===== src/rtl/uart_frame_ctrl.sv =====
// Collects operand A, operand B and opcode bytes from the UART receiver into one frame with a valid/ready handshake.
// Define UART_FRAME_TIMEOUT_EN to build the inter-byte timeout counter.
//
// state   | meaning
// WAIT_A  | idle, waiting for operand A
// WAIT_B  | operand A held, waiting for operand B
// WAIT_OP | operands held, waiting for opcode
// PRESENT | frame_valid high until frame_ready
module uart_frame_ctrl #(
  parameter int BITS_PER_DATA = 8,
  parameter int TIMEOUT_TICKS = 640
) (
  input  logic                     clk,
  input  logic                     reset,
  input  logic                     tick,
  input  logic                     rx_done,
  input  logic                     rx_error,
  input  logic [BITS_PER_DATA-1:0] d_in,
  input  logic                     frame_ready,
  output logic [BITS_PER_DATA-1:0] op_a,
  output logic [BITS_PER_DATA-1:0] op_b,
  output logic [BITS_PER_DATA-1:0] op_code,
  output logic                     frame_valid,
  output logic                     frame_error,
  output logic [1:0]               err_cause,
  output logic                     busy
);

  typedef enum logic [1:0] {WAIT_A, WAIT_B, WAIT_OP, PRESENT} state_t;

  state_t                   state_q, state_d;
  logic [BITS_PER_DATA-1:0] op_a_q, op_a_d, op_b_q, op_b_d, op_code_q, op_code_d;
  logic                     frame_valid_q, frame_valid_d;
  logic                     frame_error_q, frame_error_d;
  logic [1:0]               err_cause_q, err_cause_d;
  logic                     busy_q, busy_d;
  logic                     timeout_hit;
  logic                     good_byte;

  assign good_byte = rx_done & ~rx_error;

`ifdef UART_FRAME_TIMEOUT_EN
  localparam int CNT_W = (TIMEOUT_TICKS > 1) ? $clog2(TIMEOUT_TICKS) : 1;
  logic [CNT_W-1:0] cnt_q, cnt_d;
  logic             in_gap;

  assign in_gap      = (state_q == WAIT_B) || (state_q == WAIT_OP);
  // A byte arriving on the expiring tick takes priority over the abort.
  assign timeout_hit = in_gap && tick && !rx_done && (cnt_q == CNT_W'(TIMEOUT_TICKS - 1));

  always_comb begin
    cnt_d = '0;
    if (in_gap && !rx_done && !timeout_hit) begin
      cnt_d = tick ? cnt_q + CNT_W'(1) : cnt_q;
    end
  end
`else
  logic unused_tick;
  assign unused_tick = tick;
  assign timeout_hit = 1'b0;
`endif

  always_ff @(posedge clk) begin
    if (!reset) begin
      state_q       <= WAIT_A;
      op_a_q        <= '0;
      op_b_q        <= '0;
      op_code_q     <= '0;
      frame_valid_q <= 1'b0;
      frame_error_q <= 1'b0;
      err_cause_q   <= 2'b00;
      busy_q        <= 1'b0;
`ifdef UART_FRAME_TIMEOUT_EN
      cnt_q         <= '0;
`endif
    end else begin
      state_q       <= state_d;
      op_a_q        <= op_a_d;
      op_b_q        <= op_b_d;
      op_code_q     <= op_code_d;
      frame_valid_q <= frame_valid_d;
      frame_error_q <= frame_error_d;
      err_cause_q   <= err_cause_d;
      busy_q        <= busy_d;
`ifdef UART_FRAME_TIMEOUT_EN
      cnt_q         <= cnt_d;
`endif
    end
  end

  always_comb begin
    state_d = state_q;
    unique case (state_q)
      WAIT_A:  if (rx_done) state_d = rx_error ? WAIT_A : WAIT_B;
      WAIT_B: begin
        if (rx_done)          state_d = rx_error ? WAIT_A : WAIT_OP;
        else if (timeout_hit) state_d = WAIT_A;
      end
      WAIT_OP: begin
        if (rx_done)          state_d = rx_error ? WAIT_A : PRESENT;
        else if (timeout_hit) state_d = WAIT_A;
      end
      PRESENT: if (frame_ready) state_d = WAIT_A;
      default: state_d = WAIT_A;
    endcase
  end

  always_comb begin
    op_a_d        = op_a_q;
    op_b_d        = op_b_q;
    op_code_d     = op_code_q;
    frame_error_d = 1'b0;
    err_cause_d   = err_cause_q;
    if (state_q == PRESENT && frame_ready) err_cause_d = 2'b00;
    // Errors are applied after the handshake clear so a same-cycle error wins.
    if (rx_done && (state_q == PRESENT || rx_error)) begin
      frame_error_d = 1'b1;
      err_cause_d   = (state_q == PRESENT) ? 2'b11 : 2'b01;
    end
    if (timeout_hit) begin
      frame_error_d = 1'b1;
      err_cause_d   = 2'b10;
    end
    if (good_byte) begin
      unique case (state_q)
        WAIT_A:  op_a_d    = d_in;
        WAIT_B:  op_b_d    = d_in;
        WAIT_OP: op_code_d = d_in;
        default: ;
      endcase
    end
    frame_valid_d = (state_d == PRESENT);
    busy_d        = (state_d != WAIT_A);
  end

  assign op_a        = op_a_q;
  assign op_b        = op_b_q;
  assign op_code     = op_code_q;
  assign frame_valid = frame_valid_q;
  assign frame_error = frame_error_q;
  assign err_cause   = err_cause_q;
  assign busy        = busy_q;

endmodule


===== config.mk =====
export PLATFORM = sky130hd
export DESIGN_NAME = uart_frame_ctrl
export DESIGN_NICKNAME = d
export VERILOG_FILES = /design/src/rtl/uart_frame_ctrl.sv
export SDC_FILE = /design/constraint.sdc
export NUM_CORES = 1
export LEC_CHECK = 0
export BUFFER_PORTS_ARGS = -buffer_cell sky130_fd_sc_hd__buf_2
export CAP_MARGIN = 20
export CORE_ASPECT_RATIO = 1.1
export CORE_UTILIZATION = 45
export DETAILED_ROUTE_END_ITERATION = 6
export PLACE_DENSITY = 0.73
export SYNTH_ARGS = -nofsm -noshare
export SYNTH_HDL_FRONTEND = slang
export SYNTH_SLANG_ARGS = --single-unit

===== constraint.sdc =====
create_clock -name clk -period 1.9 [get_ports clk]
set_clock_uncertainty 0.2 [all_clocks]
set_input_delay 0.095 -clock clk [delete_from_list [all_inputs] [get_ports clk]]
set_output_delay 0.095 -clock clk [all_outputs]
set_load 0.005 [all_outputs]

After elaboration in Yosys (flattened, before gate mapping)

Index checks and enable logic that the tools add are counted.

$add $sub $neg: 0
$mul: 0
Divide/modulo/power cells: 0
$lt $le $gt $ge: 0
Eq/ne operators: 4
Shift operators: 0
Mux-type cells: 12
Bitwise logic cells: 2
Reduce and logical (&&, ||, !) cells: 9

Operator list:

| operator           | count |
|---|---|
| $mux 2             | 9 |
| $pmux 2 s4         | 1 |
| $eq 2x2->1 const B | 3 |
| $reduce_and 2->1   | 3 |
| $reduce_bool 2->1  | 2 |
| $eq 2x1->1 const B | 1 |
| $logic_and 1x1->1  | 2 |
| $logic_not 2->1    | 1 |
| $mux 1             | 2 |
| $and 1x1->1        | 1 |
| $logic_or 1x1->1   | 1 |
| $not 1->1          | 1 |

Register bits: 31
Bits in latches: 0
Bits in writable memories: 0
ROM bits: 0
Input port bits: 14
Output and inout bits: 29
Logic and storage cells: 35
Memories: 0

Longest topological paths before layout

Gate-level depths: netlist (run 1).

Depth in word-level cells: 4
Gate-level depth with buffers: 5
Depth with buffers taken out: 3

Worst setup path before layout (run 1)

OpenSTA, ideal clock, no wires.

Path type: register to register
Start: reg state_q[1]
End: reg op_b_q[2], in the netlist op_b[2]
Setup time: 128 ps
Data arrival time: 1,092 ps
Data required time: 1,572 ps
Setup slack: 481 ps
Cell stages (with the launch flop): 6
Buffers on the path: 2
Period minus slack after synthesis: 1,419 ps
Cells stage by stage: dfxtp_1 > buf_4 > and4bb_2 > buf_6 > mux2i_1 > nor2_1

Word-level cells in the longest chain between the ends: 2

Ends and longest elaborated chain:

| what                              | RTL line | text |
|---|---|---|
| from (decl)                       | 31       | `state_t state_q, state_d;` |
| from (signal assigned)            | 77       | `state_q <= state_d;` |
| $eq 2x1->1                        | 125      | `unique case (state_q)` |
| $reduce_and 2->1 (no source line) | n/a      |  |
| to (signal assigned)              | 79       | `op_b_q <= op_b_d;` |
| to (decl)                         | 32       | `logic [BITS_PER_DATA-1:0] op_a_q, op_a_d, op_b_q, op_b_d, op_code_q, op_code_d;` |

No other way between the ends.
A chain may end at the register's enable or synchronous reset.

Worst setup path in the final report (run 1)

Start: reg state_q[0]
End: reg op_b_q[1], in the netlist op_b[1]

Same word-level chain as after synthesis.

==> results of run 1 <==
## layout make-up
type	instances	area, um^2	area share, %
clock buffers	7	65.1	4.10
clock inverters	1	7.51	0.474
inverters	2	7.51	0.474
multi-input cells	82	520	32.8
flip-flops and latches	31	621	39.1
well taps	31	38.8	2.45
repair buffers	53	325	20.5
## through the flow
step	setup WS (ps)	power [mW]
2_1_floorplan	481	0.754
3_3_place_gp	244	0.784
3_5_place_dp	197	0.788
4_1_cts	191	1.25
5_1_grt	69.2	1.29
6_report	186	1.24
## logic make-up after synthesis
group	after synthesis	share of synthesized area, %
muxes	17	13.9
and+or+nand+nor	49	20.6
AOI/OAI and AO/OA	16	8.09
DFF	31	50.8
buffers and inverters	11	6.65
## worst register-to-register path, stage by stage (launching register included)
cell	delay, ps
dfxtp_1	560
and4bb_2	530
mux2i_1	240
nor2_1	60
## power by group
part | switching [mW] | leakage [nW] | internal (mW) | total (mW)
Sequential | 0.0117 | 0.251 | 0.666 | 0.678
Combinational | 0.0557 | 0.421 | 0.0576 | 0.113
Clock | 0.233 | 0.0375 | 0.216 | 0.449
Total | 0.300 | 0.710 | 0.940 | 1.24
## how the worst max path moves through the flow
| stage | slack [ps] | cells after the start | to | startpoint |
|---|---|---|---|---|
| 2_1_floorplan | 480 | 5 | op_b[2]$_SDFFE_PN0P_ | state_q[1]$_SDFF_PN0_ |
| 3_3_place_gp | 240 | 3 | op_b[4]$_SDFFE_PN0P_ | state_q[0]$_SDFF_PN0_ |
| 3_5_place_dp | 200 | 3 | op_code[2]$_SDFFE_PN0P_ | state_q[1]$_SDFF_PN0_ |
| 4_1_cts | 190 | 3 | op_b[1]$_SDFFE_PN0P_ | state_q[0]$_SDFF_PN0_ |
| 5_1_grt | 70 | 3 | op_b[1]$_SDFFE_PN0P_ | state_q[0]$_SDFF_PN0_ |
| 6_report | 190 | 3 | op_b[1]$_SDFFE_PN0P_ | state_q[0]$_SDFF_PN0_ |
## metal layers
layer	GRT usage [%]	up-vias	wire [um]
met3	5.69	8	130
met1	24.1	455	1140
met4	10.4	0	62
li1	-	518	-
met2	33.6	34	1270
met5	0	-	0
## flip-flops by register name, indices dropped and copies added (netlist names)
register,flops
op_a,8
frame_valid,1
state_q,2
err_cause,2
busy,1
frame_error,1
op_code,8
op_b,8
## cell usage in the layout, fill, tap and decap left out, types with 2 or more instances in the layout
cell type	n
buf_2	41
dfxtp_1	31
nor2_1	21
nand2_1	18
mux2i_1	17
a21oi_1	12
dlygate4sd3_1	12
clkbuf_4	5
and4bb_2	2
clkbuf_8	2
## synthesized netlist by cell type, drive strengths merged
library cell / number / area, um^2
a21boi: 1 / 7.51
nand4b: 1 / 8.76
clkinv: 1 / 3.75
buf: 8 / 70.1
nor3b: 1 / 7.51
a21o: 1 / 8.76
dfxtp: 31 / 621
and2: 1 / 6.26
or4b: 1 / 13.8
nor3: 1 / 5.00
a211oi: 1 / 12.5
inv: 1 / 3.75
clkbuf: 1 / 3.75
and3: 1 / 6.26
and3b: 1 / 8.76
and4bb: 2 / 25.0
a21oi: 12 / 60.1
nor4b: 1 / 23.8
o211a: 1 / 10.0
mux2i: 17 / 170
nand2: 18 / 67.6
nor2: 21 / 78.8
==> impl_metrics.py, run 1 <==
metrics = {
    "outcome": {
        "status": "completed",
    },
    "worst_hold_path": {
        "hold_depth": 2,
        "hold_end": "op_a[3]$_SDFFE_PN0P_",
        "hold_path.class": "reg -> reg",
        "hold_start": "op_a[3]$_SDFFE_PN0P_",
    },
    "synth": {
        "synthDistinctLibCells": 24,
        "ys_ff_latch": 31,
        "seq_area_frac_synth_pct": 50.8,
        "syn_area_per_cell_um2": 9.86,
        "synth_nets": 138,
        "synthCells": 124,
        "synth-warning-count": 0,
        "synth_area_um2": 1220,
    },
    "global_routing": {
        "grt-ovfl-total": 0,
        "grt_pass1_vias": 993,
        "antenna_found_initial": 0,
        "grt_pass1_wl_um": 4350,
        "grt_use_total_pct": 20.6,
        "grt_max_degree": 28,
    },
    "cts": {
        "cts_tree": "done",
        "postCtsSetupBuffers": 0,
        "clk_pin_slew_ps": 100,
        "clk_latency_ps": 320,
        "cts_made_buffers": 5,
        "cts_sinks": 31,
        "cts_root_buf": "clkbuf_4",
        "htreeDepth": 2,
        "clock_path_buffers": 2,
        "cts_resized": 0,
        "ctsHoldBuffers": 12,
    },
    "sta": {
        "finalHoldViolations": 0,
        "finalSetupViolCount": 0,
        "fin_tns_setup_ps": 0,
        "worst_pin_slew_ps": 699,
        "hold_ws_ps": 259,
        "period_needed_ps": 1710,
        "slew_headroom_pct": 53.1,
        "fmax_mhz": 584,
        "finalMaxSlewViolations": 0,
        "finalCritPeriodShare_pct": 90.2,
        "rsz0062_at_grt": "no",
    },
    "worst_setup_path": {
        "crit_buf_inv": 0,
        "cpPeakStageDelay_ps": 560,
        "path_delay_family": "simple AND/OR/NAND/NOR gates",
        "path_max_fanout": 11,
        "end_kind": "flip-flop",
        "worstPathRequired_ps": 1900,
        "arrival_ps": 1710,
        "r2r_end": "op_b[1]$_SDFFE_PN0P_",
        "rrSetupSlack_ps": 190,
        "cp-start-kind": "flip-flop",
        "crit_path_top_delay_cell": "dfxtp_1",
        "crit_chain": "and4bb_2, mux2i_1, nor2_1",
        "r2r_start": "state_q[0]$_SDFF_PN0_",
        "ff2ff_path_depth": 3,
        "crit_type": "reg -> reg",
    },
    "finish": {
        "final_cell_count_no_fill": 207,
        "area_delta_synth_final_pct": 29.7,
        "diodes": 0,
        "final_area_um2": 1590,
        "nNetsFinal": 189,
        "drive_gt1_share_pct": 31.3,
        "fin_util_pct": 62.3,
        "n_fill_cell": 233,
    },
    "placed_design": {
        "dp_hpwl_um": 1690,
        "placed_area_um2": 1390,
        "portBuffers": 41,
        "gp_congestion": 0.738,
        "placedCellCount": 187,
    },
    "job": {
        "cap_violations": 0,
    },
    "floorplan": {
        "core_um2": 2540,
        "dieWidth_um": 51.7,
        "boundaryPins": 43,
        "rows": 19,
        "die_area_um2": 2930,
        "initial_core_util_pct": 48.1,
        "fp.dieH_um": 56.7,
    },
    "power_and_ir_drop": {
        "power_leakage_nw": 0.710,
        "vdd.ir_drop.worst_mv": 0.700,
        "power_density_nw_per_um2": 782,
    },
    "drt": {
        "drt_first_pass_iters": 4,
        "via_count": 1015,
        "routed_via_density": 4.90,
        "totalWireLength_um": 2600,
        "drtIter0Drc": 15,
        "wl_per_cell_um": 12.6,
        "final_antenna_net_count": 0,
        "drc": 0,
    },
}
No activity file was read; power rests on OpenSTA's default activity.
==> inputs of run 2 (changes only) <==
--- a/config.mk
+++ b/config.mk
@@ -5,12 +5,14 @@
 export SDC_FILE = /design/constraint.sdc
 export NUM_CORES = 1
 export LEC_CHECK = 0
-export BUFFER_PORTS_ARGS = -buffer_cell sky130_fd_sc_hd__buf_2
+export BUFFER_PORTS_ARGS = -buffer_cell sky130_fd_sc_hd__clkbuf_2
 export CAP_MARGIN = 20
 export CORE_ASPECT_RATIO = 1.1
+export CORE_MARGIN = 2
 export CORE_UTILIZATION = 45
 export DETAILED_ROUTE_END_ITERATION = 6
 export PLACE_DENSITY = 0.73
+export REMOVE_ABC_BUFFERS = 1
 export SYNTH_ARGS = -nofsm -noshare
 export SYNTH_HDL_FRONTEND = slang
 export SYNTH_SLANG_ARGS = --single-unit
==> run 2 against run 1 <==
Clock power is 4% lower. Largest power group unchanged. Global-route usage shrank 3.1 points. Largest cell class unchanged. Clock-buffer cell count unchanged. Sequential share of layout area shrank 0.49 points. Die area grew 7.5%. Wire length is 6.9% lower. Via count fell by 0.99%. Highest routed layer unchanged.
==> impl_metrics.py, run 2 (synthesis results as in run 1) <==
metrics = {
    "outcome": {
        "status": "completed",
    },
    "worst_setup_path": {
        "crit_path_top_delay_cell": "dlygate4sd3_1",
        "worstPathRequired_ps": 1970,
        "end_kind": "flip-flop",
        "crit_top_cell": "dlygate4sd3_1",
        "crit_type": "in -> reg",
        "crit_chain": "dlygate4sd3_1, clkbuf_2, nor3b_1, o211a_1, dlygate4sd3_1",
        "crit_buf_inv": 3,
        "arrival_ps": 1860,
        "cpPeakStageDelay_ps": 530,
        "path_delay_family": "buffers and inverters",
        "rrSetupSlack_ps": 150,
        "path_max_fanout": 12,
        "cp-start-kind": "primary input",
    },
    "cts": {
        "cts_made_buffers": 5,
        "htreeDepth": 2,
        "clk_latency_ps": 320,
        "clk_pin_slew_ps": 100,
        "postCtsSetupBuffers": 0,
        "cts_sinks": 31,
        "cts_root_buf": "clkbuf_4",
        "cts_tree": "done",
        "clock_path_buffers": 2,
    },
    "drt": {
        "final_antenna_net_count": 0,
        "drc": 0,
        "wl_per_cell_um": 11.6,
        "drt_first_pass_iters": 4,
        "drtIter0Drc": 9,
        "totalWireLength_um": 2420,
        "routed_via_density": 4.81,
        "via_count": 1005,
    },
    "finish": {
        "drive_gt1_share_pct": 30.9,
        "regArea_um2": 621,
        "layout_commonest_cell": "clkbuf_2",
        "final_cell_mix": "clkbuf_2 (41), dfxtp_1 (31), nor2_1 (21), nand2_1 (18), mux2i_1 (17)",
        "fin_util_pct": 63.1,
        "n_fill_cell": 225,
        "nNetsFinal": 191,
        "multiInputGateArea_um2": 520,
        "final_area_um2": 1610,
        "diodes": 0,
        "area_delta_synth_final_pct": 31.3,
    },
    "sta": {
        "period_needed_ps": 1790,
        "worst_pin_slew_ps": 688,
        "fin_tns_setup_ps": 0,
        "fmax_mhz": 560,
        "finalCritPeriodShare_pct": 94.1,
        "slew_headroom_pct": 53.9,
        "finalSetupViolCount": 0,
        "rsz0062_at_grt": "no",
        "finalHoldViolations": 0,
        "finalMaxSlewViolations": 0,
    },
    "placed_design": {
        "gp_congestion": 0.726,
        "dp_hpwl_um": 1650,
        "placed_area_um2": 1390,
        "portBuffers": 41,
    },
    "floorplan": {
        "fp.dieH_um": 58.7,
        "rows": 19,
        "dieWidth_um": 53.7,
        "die_area_um2": 3150,
        "boundaryPins": 43,
        "initial_core_util_pct": 48.1,
        "core_um2": 2540,
    },
    "global_routing": {
        "grt_pass1_wl_um": 3960,
        "grt_pass1_vias": 896,
        "antenna_found_initial": 0,
        "grt_use_total_pct": 17.5,
        "grt_max_degree": 28,
        "grt-ovfl-total": 0,
    },
    "power_and_ir_drop": {
        "power_density_nw_per_um2": 763,
        "power_leakage_nw": 0.700,
        "vdd.ir_drop.worst_mv": 0.499,
    },
    "job": {
        "cap_violations": 0,
    },
    "worst_hold_path": {
        "hold_path.class": "reg -> reg",
    },
}
[run 2: changes by cell type in the layout (fill, tap and decap cells not counted)]
cell	delta
dlygate4sd3_1	+2
clkbuf_2	+41
buf_2	-41
[run 2: path summary, 6_finish.rpt]
| path | end | from | depth (start not counted) |
|---|---|---|---|
| worst max-delay path | frame_valid$_SDFF_PN0_ | rx_done | 5 |
| worst min-delay path | op_a[3]$_SDFFE_PN0P_ | op_a[3]$_SDFFE_PN0P_ | 2 |
| worst max register to register | frame_valid$_SDFF_PN0_ | state_q[0]$_SDFF_PN0_ | 3 |
| worst min register to register | op_a[3]$_SDFFE_PN0P_ | op_a[3]$_SDFFE_PN0P_ | 2 |
[run 2: timing repair]
item | in CTS | in global routing
resized for setup | 0 | 0
hold buffers | 14 | 0
endpoints found under the hold margin | 28 | 0
[run 2: worst register-to-register path, stage by stage (launching register included)]
cell,delay [ps]
dfxtp_1,540
nor3b_1,130
o211a_1,240
dlygate4sd3_1,540
[run 2: layer usage]
| layer | up-vias | share of wire, % | track usage [%] |
|---|---|---|---|
| li1 | 521 | - | - |
| met5 | - | 0 | 0 |
| met2 | 28 | 48 | 27.9 |
| met1 | 451 | 44 | 21.5 |
| met3 | 5 | 6.2 | 5.33 |
| met4 | 0 | 1.7 | 7.69 |
[run 2: cell type report]
class,instances,area share (%)
multi-input cells,82,32.4
clock buffers,7,4.05
clock inverters,1,0.468
repair buffers,55,21.5
flip-flops and latches,31,38.7
well taps,31,2.42
inverters,2,0.468
[run 2: where the power goes]
group	internal, mW	leakage [nW]	total (mW)	switching [mW]
logic	0.0591	0.411	0.115	0.0557
registers	0.666	0.251	0.678	0.0119
clock network	0.216	0.0375	0.433	0.216
total	0.941	0.700	1.23	0.284
[run 2: through the flow]
| stage | setup WS [ps] | total power, mW | hold WS, ps | std cells |
|---|---|---|---|---|
| final | 113 | 1.23 | 263 | 209 |
| after global routing | 24.5 | 1.28 | 277 | 209 |
| after CTS | 135 | 1.24 | 266 | 209 |
| after detailed placement | 224 | 0.788 | 154 | 187 |
| after global placement | 265 | 0.784 | 146 | 187 |
| after floorplan | 411 | 0.739 | 28.4 | 115 |
